===== src/rtl/mult_div_if.sv =====
// Handshake and data bundle between the EX stage and the iterative multiply/divide unit.
// EX drives the request side as master; the unit answers through the slave modport.
interface mult_div_if;
    logic        start;
    logic        flush;
    logic [5:0]  funct;
    logic [31:0] operand_1;
    logic [31:0] operand_2;
    logic        done;
    logic        busy;
    logic [63:0] result;

    modport master (
        output start, flush, funct, operand_1, operand_2,
        input  done, busy, result
    );

    modport slave (
        input  start, flush, funct, operand_1, operand_2,
        output done, busy, result
    );
endinterface


===== src/rtl/mult_div_unit.sv =====
// Iterative 32-bit MULT/MULTU/DIV/DIVU unit: 32 radix-2 steps on unsigned magnitudes,
// then a sign-fix cycle that registers {HI,LO} and pulses done.
module mult_div_unit #(
    parameter logic [5:0] FUNCT_MULT  = 6'h18,
    parameter logic [5:0] FUNCT_MULTU = 6'h19,
    parameter logic [5:0] FUNCT_DIV   = 6'h1a,
    parameter logic [5:0] FUNCT_DIVU  = 6'h1b
) (
    input logic       clk,
    input logic       rst_n,
    mult_div_if.slave bus
);

    typedef enum logic [1:0] {IDLE, BUSY, SIGN, DONE} state_t;

    state_t      state;
    state_t      state_next;
    logic [4:0]  counter;
    logic [63:0] acc;
    logic [31:0] step_operand;
    logic [31:0] op1_raw;
    logic        is_div;
    logic        neg_a;
    logic        neg_b;
    logic        div_zero;
    logic        done_q;
    logic [63:0] result_q;

    logic        valid_funct;
    logic        op_signed;
    logic        op_div;
    logic        accept;
    logic        in_neg_a;
    logic        in_neg_b;
    logic [31:0] mag_1;
    logic [31:0] mag_2;
    logic [32:0] mul_sum;
    logic [63:0] mul_next;
    logic [32:0] div_shift;
    logic [32:0] div_diff;
    logic [63:0] div_next;
    logic [31:0] quot_fixed;
    logic [31:0] rem_fixed;
    logic [63:0] final_result;

    assign valid_funct = (bus.funct == FUNCT_MULT) || (bus.funct == FUNCT_MULTU) ||
                         (bus.funct == FUNCT_DIV)  || (bus.funct == FUNCT_DIVU);
    assign op_signed   = (bus.funct == FUNCT_MULT) || (bus.funct == FUNCT_DIV);
    assign op_div      = (bus.funct == FUNCT_DIV)  || (bus.funct == FUNCT_DIVU);
    assign accept      = (state == IDLE) && bus.start && !bus.flush && valid_funct;
    assign in_neg_a    = op_signed && bus.operand_1[31];
    assign in_neg_b    = op_signed && bus.operand_2[31];
    assign mag_1       = in_neg_a ? -bus.operand_1 : bus.operand_1;
    assign mag_2       = in_neg_b ? -bus.operand_2 : bus.operand_2;

    // Shared accumulator: for mult the low half starts as the multiplier and the
    // partial product grows into the high half; for div it is the {rem, quot} shifter.
    assign mul_sum   = {1'b0, acc[63:32]} + (acc[0] ? {1'b0, step_operand} : 33'd0);
    assign mul_next  = {mul_sum, acc[31:1]};
    assign div_shift = acc[63:31];
    assign div_diff  = div_shift - {1'b0, step_operand};
    assign div_next  = div_diff[32] ? {div_shift[31:0], acc[30:0], 1'b0}
                                    : {div_diff[31:0],  acc[30:0], 1'b1};

    assign quot_fixed   = (neg_a ^ neg_b) ? -acc[31:0] : acc[31:0];
    assign rem_fixed    = neg_a ? -acc[63:32] : acc[63:32];
    assign final_result = !is_div        ? ((neg_a ^ neg_b) ? -acc : acc) :
                          div_zero       ? {op1_raw, 32'hFFFF_FFFF} :
                                           {rem_fixed, quot_fixed};

    always_ff @(posedge clk or negedge rst_n) begin
        if (!rst_n) begin
            state <= IDLE;
        end else begin
            state <= state_next;
        end
    end

    always_comb begin
        state_next = state;
        if (bus.flush) begin
            state_next = IDLE;
        end else begin
            case (state)
                IDLE:    if (accept) state_next = BUSY;
                BUSY:    if (counter == 5'd31) state_next = SIGN;
                SIGN:    state_next = DONE;
                DONE:    state_next = IDLE;
                default: state_next = IDLE;
            endcase
        end
    end

    always_ff @(posedge clk or negedge rst_n) begin
        if (!rst_n) begin
            counter      <= 5'd0;
            acc          <= 64'd0;
            step_operand <= 32'd0;
            op1_raw      <= 32'd0;
            is_div       <= 1'b0;
            neg_a        <= 1'b0;
            neg_b        <= 1'b0;
            div_zero     <= 1'b0;
            done_q       <= 1'b0;
            result_q     <= 64'd0;
        end else begin
            if (accept) begin
                counter      <= 5'd0;
                acc          <= {32'd0, op_div ? mag_1 : mag_2};
                step_operand <= op_div ? mag_2 : mag_1;
                op1_raw      <= bus.operand_1;
                is_div       <= op_div;
                neg_a        <= in_neg_a;
                neg_b        <= in_neg_b;
                div_zero     <= (bus.operand_2 == 32'd0);
            end else if ((state == BUSY) && !bus.flush) begin
                counter <= counter + 5'd1;
                acc     <= is_div ? div_next : mul_next;
            end
            done_q <= (state == SIGN) && !bus.flush;
            if ((state == SIGN) && !bus.flush) begin
                result_q <= final_result;
            end
        end
    end

    assign bus.done   = done_q;
    assign bus.busy   = (state != IDLE);
    assign bus.result = result_q;

endmodule

===== src/flat_wrapper.sv =====
// flat-port wrapper written by rule: the top's interface ports become plain ports
module mult_div_unit_flat 
#(
    parameter logic [5:0] FUNCT_MULT  = 6'h18,
    parameter logic [5:0] FUNCT_MULTU = 6'h19,
    parameter logic [5:0] FUNCT_DIV   = 6'h1a,
    parameter logic [5:0] FUNCT_DIVU  = 6'h1b
)
  (clk, rst_n, bus_start, bus_flush, bus_funct, bus_operand_1, bus_operand_2, bus_done, bus_busy, bus_result);
  mult_div_if bus_i ();
  input logic clk;
  input logic rst_n;
  input wire logic [$bits(bus_i.start)-1:0] bus_start;
  input wire logic [$bits(bus_i.flush)-1:0] bus_flush;
  input wire logic [$bits(bus_i.funct)-1:0] bus_funct;
  input wire logic [$bits(bus_i.operand_1)-1:0] bus_operand_1;
  input wire logic [$bits(bus_i.operand_2)-1:0] bus_operand_2;
  output wire logic [$bits(bus_i.done)-1:0] bus_done;
  output wire logic [$bits(bus_i.busy)-1:0] bus_busy;
  output wire logic [$bits(bus_i.result)-1:0] bus_result;
  assign bus_i.start = bus_start;
  assign bus_i.flush = bus_flush;
  assign bus_i.funct = bus_funct;
  assign bus_i.operand_1 = bus_operand_1;
  assign bus_i.operand_2 = bus_operand_2;
  assign bus_done = bus_i.done;
  assign bus_busy = bus_i.busy;
  assign bus_result = bus_i.result;
  mult_div_unit #(.FUNCT_MULT(FUNCT_MULT), .FUNCT_MULTU(FUNCT_MULTU), .FUNCT_DIV(FUNCT_DIV), .FUNCT_DIVU(FUNCT_DIVU)) u_core (.clk(clk), .rst_n(rst_n), .bus(bus_i));
endmodule

===== config.mk =====
export PLATFORM = sky130hd
export DESIGN_NAME = mult_div_unit_flat
export DESIGN_NICKNAME = d
export VERILOG_FILES = /design/src/rtl/mult_div_if.sv /design/src/rtl/mult_div_unit.sv /design/src/flat_wrapper.sv
export SDC_FILE = /design/constraint.sdc
export NUM_CORES = 1
export LEC_CHECK = 0
export CAP_MARGIN = 20
export CORE_MARGIN = 2
export CORE_UTILIZATION = 60
export CTS_CLUSTER_SIZE = 30
export DETAILED_ROUTE_END_ITERATION = 7
export GPL_ROUTABILITY_DRIVEN = 0
export PLACE_DENSITY = 0.82
export SYNTH_ARGS = -nofsm -noshare
export SYNTH_HDL_FRONTEND = slang
export SYNTH_SLANG_ARGS = --single-unit

===== constraint.sdc =====
create_clock -name clk -period 4.43 [get_ports clk]
set_input_delay 0.886 -clock clk [delete_from_list [all_inputs] [get_ports clk]]
set_output_delay 0.886 -clock clk [all_outputs]
set_load 0.03 [all_outputs]

==> metrics.md <==
| Metric | Value |
|---|---|
| Status | `complete, no violations` |
| CP Buf/Inv Count | `2` |
| Register bit total from synthesis | `204` |
| Synth area leaders | `dfrtp_1, o21ai_0, nand2_1` |
| Mapped Avg Cell Area | `7.583 µm²` |
| CTS max path bufs | `3` |
| Hold Path Class | `in2async` |
| CTS buffer count | `24` |
| Die Area | `28950 µm²` |
| Initial antenna violation count | `0` |
| Cells after Synth | `2184` |
| Via density | `6.556` |
| Critical Path RT | `4.86 ns` |
| Yosys top cell area share | `30.82%` |
| Post-synthesis mux area share | `3.498%` |
| Fmax | `256.5 MHz` |
| Core footprint | `27030 µm²` |
| Syn nets | `2334` |
| Worst VDD drop | `0.0004104 V` |
| Max-slew headroom | `30.87%` |
| Clock root buffer | `clkbuf_16` |
| Routed Antenna Nets | `0` |
| Most common cell type on the critical path | `a31oi_1` |
| CTS tree | `done` |
| Clk pwr share | `15.7%` |
| Reg-to-reg slack, setup | `0.53 ns` |
| Compound-Gate Fraction of Synth Area | `24.62%` |
| Sw frac | `48.68%` |
| Area of the multi-input gates | `10690 µm²` |
| Slowest-stage cell, CP | `a2111oi_0` |
| GRT overflow | `0` |
| Largest net degree at the start of global routing | `106` |
| Clk_lat worst skew | `0.55 ns` |
| Reg2Reg Depth | `14` |
| HPWL Detailed | `41.79 mm` |
| ANT cells | `0` |
| Setup TNS | `0 ns` |
| Sequential-to-total area share from yosys stat | `30.82%` |
| Area leader, netlist | `dfrtp_1` |
| CP arrival | `4.32 ns` |
| Power Total | `14.65 mW` |
| Post-CTS Repair Setup Buffers | `0` |
| Post-CTS Hold Buffers | `0` |
| Fill count | `2082` |
| Cell area after layout | `19280 µm²` |
| Critical path, cell by cell | `inv_1 > nor2_1 > ha_1 > nand4_1 > nor2_1 > a21bo_2 > a31oi_1 > o41ai_1 > buf_4 > a31oi_1 > a211oi_1 > a2111oi_0 > a31oi_1 > a32o_1` |
| Total wire length | `56.85 mm` |
| Combinational share of power | `58.7%` |
| Leakage power | `8.042 nW` |
| DIE WIDTH | `170.1 µm` |
| Initial Util | `61.28%` |
| TritonRoute pass-1 iters | `7` |
| Largest family of logic cells by synthesized area | `compound AO/OA/AOI/OAI gates` |
| Post-synth ARST share | `100.0%` |
| Clk_skew | `0.02040 ns` |
| Area growth syn-to-layout | `16.40%` |
| XOR/XNOR share of the synthesized area | `10.41%` |
| Nets | `2412` |
| EDFF count, synth | `0` |
| Drt first-iter violations | `2243` |
| Post-Synth Adder-Cell Area | `5.832%` |
| RSZ-0062 raised after global routing | `false` |
| CP max FO | `14` |
| Mapped Area | `16560 µm²` |
| Internal | `7.517 mW` |
| Crit start category | `flip-flop` |
| Clk slew on worst S/H paths | `0.06 ns` |
| # port buffers | `139` |
| Worst r2r src | `u_core.acc[0]` |
| Final Hold Viols | `0` |
| Final setup fails | `0` |
| Cell with the most instances after synthesis | `nand2_1` |
| H-Tree Level Count | `1` |
| Commonest cells post-synth | `nand2_1, o21ai_0, nor2_1` |
| Vias in the first global route | `16216` |
| Synth warn | `0` |
| Maxcap violations | `0` |
| Measured slew at the worst slew-check pin | `1.037 ns` |
| Slew Viols, Final | `0` |
| WL/cell | `21.69 µm` |
| Max stage delay on crit path | `0.48 ns` |
| Post-layout min period | `3.899 ns` |
| Fin crit share | `88.02%` |
| FF/Latch Area | `5109 µm²` |
| First-pass GRT wire length | `87.93 mm` |
| CP delay by family, top | `compound AO/OA/AOI/OAI gates` |
| Row Count | `60` |
| Register share of total power | `25.5%` |
| Cell Pwr Density | `759.8 nW/µm²` |
| I/O pin cnt | `140` |
| Dpl cell area | `18350 µm²` |
| CTS sink count | `204` |
| Drc violations | `0` |
| DR vias | `17184` |
| Synth Flop Type | `dfrtp_1` |
| Critical Path Start | `u_core.acc[0]` |
| Switching power | `7.131 mW` |
| FF-to-FF End | `u_core.acc[62]` |
| Die span in y | `170.1 µm` |
| Crit Path Category | `reg2reg` |
| Post-synth cell types | `79` |
| Post-Synth Simple-Gate Area | `19.84%` |
| Worst setup EP type | `flip-flop` |
| Tot GR Track Use | `38.87%` |
| Layout cells sized above 1 | `5.789%` |
| Post-CTS sizing | `0` |
[how the worst max path moves through the flow]
stage | slack, ns | depth (start not counted) | end
global route | 0.19 | 14 | u_core.acc[63]
floorplan | 0.99 | 14 | u_core.acc[60]
global placement | 0.60 | 10 | u_core.bus.result[40]
finish | 0.53 | 14 | u_core.acc[62]
detailed placement | 0.43 | 10 | u_core.bus.result[40]
CTS | 0.40 | 10 | u_core.bus.result[40]
[sequential cells by signal (all words and copies together) (netlist names)]
name,flops
u_core.div_zero,1
u_core.neg_b,1
u_core.state,2
u_core.bus.result,64
u_core.bus.done,1
u_core.is_div,1
u_core.acc,64
u_core.counter,5
u_core.neg_a,1
u_core.step_operand,32
u_core.op1_raw,32
[worst reg2reg max path: cells and delay by family (launching register included)]
kind            cells  cell delay (ns)
simple gates        3             0.41
buf+inv             2             0.49
fa+ha+maj           1             0.42
flops               1             0.41
compound gates      8             2.05
[cell usage in the layout, fill, tap and decap left out, types with 73 or more instances in the layout]
cell type,count
nand2_1,343
ha_1,74
dfrtp_1,203
o21ai_0,258
xnor2_1,106
xor2_1,88
clkdlybuf4s50_1,137
nor2_1,216
a21oi_1,190
inv_1,73
[kinds of logic after synthesis]
family                     after synthesis
AOI/OAI and AO/OA                      684
xor gates and xnor gates               196
adders and majority gates               76
buffers and inverters                  216
DFF                                    204
muxes                                   57
and+or+nand+nor                        751
[per-layer routing]
layer	vias to the layer above	part of all wire, %	wire length [µm]	track usage [%]
li1	7824	-	-	-
met1	7942	38	21340	50.10
met2	1148	42	24030	58.06
met3	270	13	7626	11.05
met4	0	6.8	3843	23.37
met5	-	0	0	0
[through the flow]
stage	hold slack, ns	cells	util (%)	setup slack (ns)
2_1_floorplan	0.4386	2184	-	0.9932
3_3_place_gp	0.4528	2573	67.71	0.5978
3_5_place_dp	0.4645	2576	67.91	0.4289
4_1_cts	0.4799	2620	71.31	0.4010
5_1_grt	0.4970	2621	71.33	0.1905
6_report	0.4469	2621	71.33	0.5309
[power groups by stage]
stage	Sequential, mW	Clock [mW]	Combinational [mW]
global placement	3.62	0	8.04
detailed placement	3.66	0	8.28
global route	3.77	2.39	9.31
floorplan	3.66	0	5.60
CTS	3.63	2.31	8.36
finish	3.74	2.31	8.60
[final cells by class]
| cell class | count | area share [%] |
|---|---|---|
| timing repair buffer | 194 | 9.644 |
| clock buffer | 27 | 3.226 |
| clock inverter | 17 | 1.545 |
| sequential | 204 | 26.50 |
| tap | 341 | 2.213 |
| multi-input combinational | 1764 | 55.43 |
| inverter | 74 | 1.441 |
Power figures use the tool's default switching activity.
